`src/rtl/dmg_timer.sv`:
```
// DMG timer: 16-bit divider, TIMA/TMA/TAC, delayed overflow reload, falling-edge increment glitches.
// Latency: writes and increments visible 1 edge later; reload and irq land 4 edges after overflow.
// Backpressure: none; every strobe is accepted on the edge it is high.
module dmg_timer #(
    parameter logic [15:0] INITIAL_DIV = 'x
) (
    input  logic       dffrc_clk,
    input  logic       nreset,
    input  logic       div_wr,
    input  logic       tima_wr,
    input  logic       tma_wr,
    input  logic       tac_wr,
    input  logic [7:0] wdata,
    output logic [7:0] div_q,
    output logic [7:0] tima_q,
    output logic [7:0] tma_q,
    output logic [2:0] tac_q,
    output logic       timer_irq
);
    localparam logic [0:0] ST_NORMAL = 1'b0;
    localparam logic [0:0] ST_PEND   = 1'b1;

    logic [15:0] divider;
    logic [15:0] div_next;
    logic [7:0]  tima;
    logic [7:0]  tima_inc;
    logic [7:0]  tma;
    logic [7:0]  tma_next;
    logic [2:0]  tac;
    logic [0:0]  state;
    logic [1:0]  ovf_cnt;
    logic        tap_bit;
    logic        s;
    logic        s_prev;
    logic        inc_evt;

    assign div_next = div_wr ? 16'h0000 : divider + 16'd1;

    generate
        if ($isunknown(INITIAL_DIV)) begin : g_div_noinit
            logic [15:0] div_r;

            always_ff @(posedge dffrc_clk or negedge nreset) begin
                if (!nreset) begin
                    div_r <= 16'h0000;
                end else begin
                    div_r <= div_next;
                end
            end

            assign divider = div_r;
        end else begin : g_div_init
            // A known power-on value is only meaningful where flops support an init value.
            logic [15:0] div_r = INITIAL_DIV;

            always_ff @(posedge dffrc_clk or negedge nreset) begin
                if (!nreset) begin
                    div_r <= 16'h0000;
                end else begin
                    div_r <= div_next;
                end
            end

            assign divider = div_r;
        end
    endgenerate

    always_comb begin
        tap_bit = 1'b0;
        unique case (tac[1:0])
            2'b00: tap_bit = divider[9];
            2'b01: tap_bit = divider[3];
            2'b10: tap_bit = divider[5];
            2'b11: tap_bit = divider[7];
        endcase
    end

    // Any falling edge of the gated tap counts, whatever caused it.
    assign s        = tac[2] & tap_bit;
    assign inc_evt  = s_prev & ~s;
    assign tima_inc = tima + 8'd1;
    assign tma_next = tma_wr ? wdata : tma;

    always_ff @(posedge dffrc_clk or negedge nreset) begin
        if (!nreset) begin
            s_prev <= 1'b0;
            tma    <= 8'h00;
            tac    <= 3'b000;
        end else begin
            s_prev <= s;
            tma    <= tma_next;
            if (tac_wr) begin
                tac <= wdata[2:0];
            end
        end
    end

    always_ff @(posedge dffrc_clk or negedge nreset) begin
        if (!nreset) begin
            tima      <= 8'h00;
            state     <= ST_NORMAL;
            ovf_cnt   <= 2'd0;
            timer_irq <= 1'b0;
        end else begin
            timer_irq <= 1'b0;
            unique case (state)
                ST_NORMAL: begin
                    if (tima_wr) begin
                        tima <= wdata;
                    end else if (inc_evt) begin
                        tima <= tima_inc;
                        if (tima == 8'hFF) begin
                            ovf_cnt <= 2'd3;
                            state   <= ST_PEND;
                        end
                    end
                end
                ST_PEND: begin
                    if (ovf_cnt != 2'd0) begin
                        ovf_cnt <= ovf_cnt - 2'd1;
                        if (tima_wr) begin
                            // Writing TIMA during the delay window cancels the reload and irq.
                            tima    <= wdata;
                            ovf_cnt <= 2'd0;
                            state   <= ST_NORMAL;
                        end else if (inc_evt) begin
                            tima <= tima_inc;
                        end
                    end else begin
                        tima      <= tma_next;
                        timer_irq <= 1'b1;
                        state     <= ST_NORMAL;
                    end
                end
            endcase
        end
    end

    assign div_q  = divider[15:8];
    assign tima_q = tima;
    assign tma_q  = tma;
    assign tac_q  = tac;

endmodule

```
`config.mk`:
```
export PLATFORM = sky130hd
export DESIGN_NAME = dmg_timer
export DESIGN_NICKNAME = d
export VERILOG_FILES = /design/src/rtl/dmg_timer.sv
export SDC_FILE = /design/constraint.sdc
export NUM_CORES = 1
export LEC_CHECK = 0
export CORE_AREA = 2 2 63 71
export CTS_CLUSTER_SIZE = 28
export DETAILED_ROUTE_END_ITERATION = 8
export DIE_AREA = 0 0 65 73
export GPL_TIMING_DRIVEN = 0
export PLACE_DENSITY = 0.76
export SKIP_LAST_GASP = 1
export SLEW_MARGIN = 20
export SYNTH_ARGS = -nofsm -noshare
export SYNTH_HDL_FRONTEND = slang
export SYNTH_SLANG_ARGS = --single-unit
```
`constraint.sdc`:
```
create_clock -name dffrc_clk -period 1.8 [get_ports dffrc_clk]
set_input_delay 0.54 -clock dffrc_clk [delete_from_list [all_inputs] [get_ports dffrc_clk]]
set_output_delay 0.54 -clock dffrc_clk [all_outputs]
set_load 0.01 [all_outputs]
```
==> run_results.csv <==
group,metric,value,unit
synthesis,yosysMostFrequentCell,"dfrtp_1",
layout,multi_input_area,878.3,um2
layout,area_delta_synth_final,34.95,%
clock_tree,ctsHoldBuffers,0,
sta,maxSlewViolCount,0,
clock_tree,h-tree-depth,2,
clock_tree,clock_sink_count,40,
synthesis,synth.area.top_cells,"dfrtp_1 51%, mux2_2 6.3%, nor2_1 4.6%, xor2_1 4.0%, nand3_1 3.6%",
sta,fin_ws,40.87,ps
global_routing,overflow,0,
power_and_ir_drop,cellPowerDensity,700.7,nW/um2
sta,fin_worst_hold_slack,210.9,ps
sta,skew,5.922,ps
global_routing,antenna_found_initial,0,
synthesis,ys_types,31,
sta,setup_viol,0,
die,dieArea,4745,um2
die,core_area,4098,um2
placed_design,gp_congestion,0.8272,
synthesis,yosys.area.top_type_share,51.02,%
detailed_routing,drt-wirelength-per-cell,13.44,um
placed_design,placed_cells,286,
critical_path,worstSetupPathType,"reg -> out",
clock_tree,clockRootBuffer,"clkbuf_8",
global_routing,grtUsageTotal,19.29,%
synthesis,synthArstFlopShare,100.0,%
critical_path,crit_slowest_cell,"clkdlybuf4s50_1",
critical_path,cp_cell_sequence,"clkdlybuf4s50_1",
sta,worst_pin_slew,536.2,ps
layout,diodes,0,
synthesis,yosys_warnings,0,
global_routing,grt_pass1_wl,6872,um
critical_path,cp-start-kind,"flop",
critical_path,r2r_slack,90,ps
critical_path,critPathMaxFanout,2,
run_status,status,"finished, final reports clean",
critical_path,max_stage_delay,550,ps
placed_design,hpwlAfterDp,2852,um
synthesis,synth.avg_cell_area,10.27,um2
clock_tree,numCtsBuffers,5,
flow_run,max_cap_viol_count,0,
global_routing,grt_max_degree,22,
synthesis,synth_commonest_cells,"40 x dfrtp_1, 24 x nor2_1, 16 x nand2_1",
synthesis,syn_inst,191,
detailed_routing,wirelength,4125,um
die,rows,25,
power_and_ir_drop,irDropWorstVdd,0.0003493,V
detailed_routing,drt_iter0_drc,69,
synthesis,ys_seq_elements,40,
critical_path,endpoint_kind,"primary output",
detailed_routing,antenna_left,0,
clock_tree,clk_pin_slew,70,ps
placed_design,dp_slack,-66.09,ps
detailed_routing,vias_per_cell,5.124,
synthesis,ys_seq_area_share,51.02,%
layout,stdcell_count,307,
die,ioPinCount,42,
placed_design,port_buffers,40,
synthesis,ys.flop_type,"dfrtp_1",
sta,finalCriticalPeriod,1759,ps
clock_tree,clkLatencyLatePin,300,ps
layout,regArea,1003,um2
sta,final_hold_viol_count,0,
detailed_routing,routed-via-count,1573,
worst_hold_path,hold_path_class,"in -> async",
sta,fmax,568.5,MHz
clock_tree,cts_max_path_buffers,2,
sta,relSlewSlack,64.26,%
layout,drive_above_1_share,20.95,%
clock_tree,cts_tree,"yes",
global_routing,grt_pass1_vias,1542,
synthesis,netlist_area,1962,um2
power_and_ir_drop,leakagePower,1.195,nW
synthesis,syn-num-nets,208,
die,die_w,65,um
layout,fillers,351,
critical_path,critPathTopFamily,"buffers and inverters",
detailed_routing,first_pass_iters,4,
synthesis,synth_edf_count,0,
layout,final_util,64.61,%
die,start_util,47.88,%
sta,grt_setup_unrepaired,"true",
synthesis,yosysTopAreaCell,"dfrtp_1",
critical_path,path_buf_inv,1,
critical_path,required,1260,ps
layout,nets,270,
critical_path,arrival,1220,ps
detailed_routing,drc,0,
die,die_y,73,um
sta,timing.final.crit_share,97.73,%
-- area by class of cell --
| cell class | instances | share of cell area (%) |
|---|---|---|
| multi-input cells | 133 | 33.18 |
| inverters | 7 | 1.040 |
| clock buffers | 6 | 2.741 |
| flip-flops and latches | 40 | 37.90 |
| plain buffers | 11 | 2.694 |
| repair buffers | 55 | 19.71 |
| well taps | 54 | 2.552 |
| clock inverters | 1 | 0.1890 |
-- layer usage --
layer / vias up / part of all wire, % / track usage [%]
li1: 766 / - / -
met5: - / 0 / 0
met2: 39 / 53 / 33.45
met3: 9 / 4.0 / 4.012
met1: 759 / 41 / 21.81
met4: 0 / 2.5 / 11.58
-- placed cells by master (no fill, tap or decap), types with 2 or more instances in the layout --
master and instances:
clkbuf_8 5, nand2_1 15, dlygate4sd2_1 11, and3_1 3, ha_1 3, o21ai_0 9, clkbuf_1 4, nand3_1 14
inv_1 6, nor3_2 3, mux2_2 11, nand4_1 2, clkdlybuf4s50_1 25, dlymetal6s2s_1 3, dfrtp_2 2, o211ai_1 4
xnor2_1 8, dfrtp_1 38, clkinv_2 2, a21oi_1 7, o31ai_1 2, or3_1 3, nor3_1 4, nor2_1 24
xor2_1 9, mux2i_2 2, buf_4 22
-- logic make-up after synthesis --
logic type,count (synthesis),synth area share (%)
flops,40,51.02
fa+ha+maj,3,1.913
simple gates,74,17.99
compound gates,25,8.418
mux,14,8.099
xor+xnor,17,7.590
buf+inv,18,4.974
-- where the power goes --
part	switching [W]	total, W	internal [W]
Clock	0.000302	0.000566	0.000263
Sequential	0.0000347	0.000982	0.000947
Combinational	0.000136	0.000307	0.000171
-- through the flow --
| step | TNS (ps) | power (W) | cell area (um2) |
|---|---|---|---|
| finish | 0 | 0.001855 | 2648 |
| global route | -91.33 | 0.001947 | 2648 |
| CTS | -43.58 | 0.001867 | 2603 |
| detailed placement | -222.3 | 0.001292 | 2452 |
| global placement | -33230 | 0.001280 | 2430 |
| floorplan | 0 | 0.001125 | 1962 |
-- sequential cells by signal, summed over array words and instances (netlist names) --
signal	count
tma_q	8
tac_q	3
state	1
tima_q	8
ovf_cnt	2
s_prev	1
divider	16
timer_irq	1
-- worst paths after layout --
| kind | startpoint | endpoint | depth (start not counted) |
|---|---|---|---|
| max in group asynchronous | nreset | tma_q[0] | 2 |
| min in group dffrc_clk | divider[0] | divider[0] | 1 |
| min | nreset | tima_q[4] | 1 |
| min reg2reg | divider[0] | divider[0] | 1 |
| max reg2reg | tac_q[1] | tima_q[1] | 6 |
| max | tac_q[1] | tac_q[1] | 1 |
-- what timing repair did --
action	CTS	global route
pin swaps	0	0
setup buffers	11	3
gates resized for setup	14	7
setup endpoints to repair	17	11
hold endpoints to repair	0	0
(Power assumes the default switching activity.)
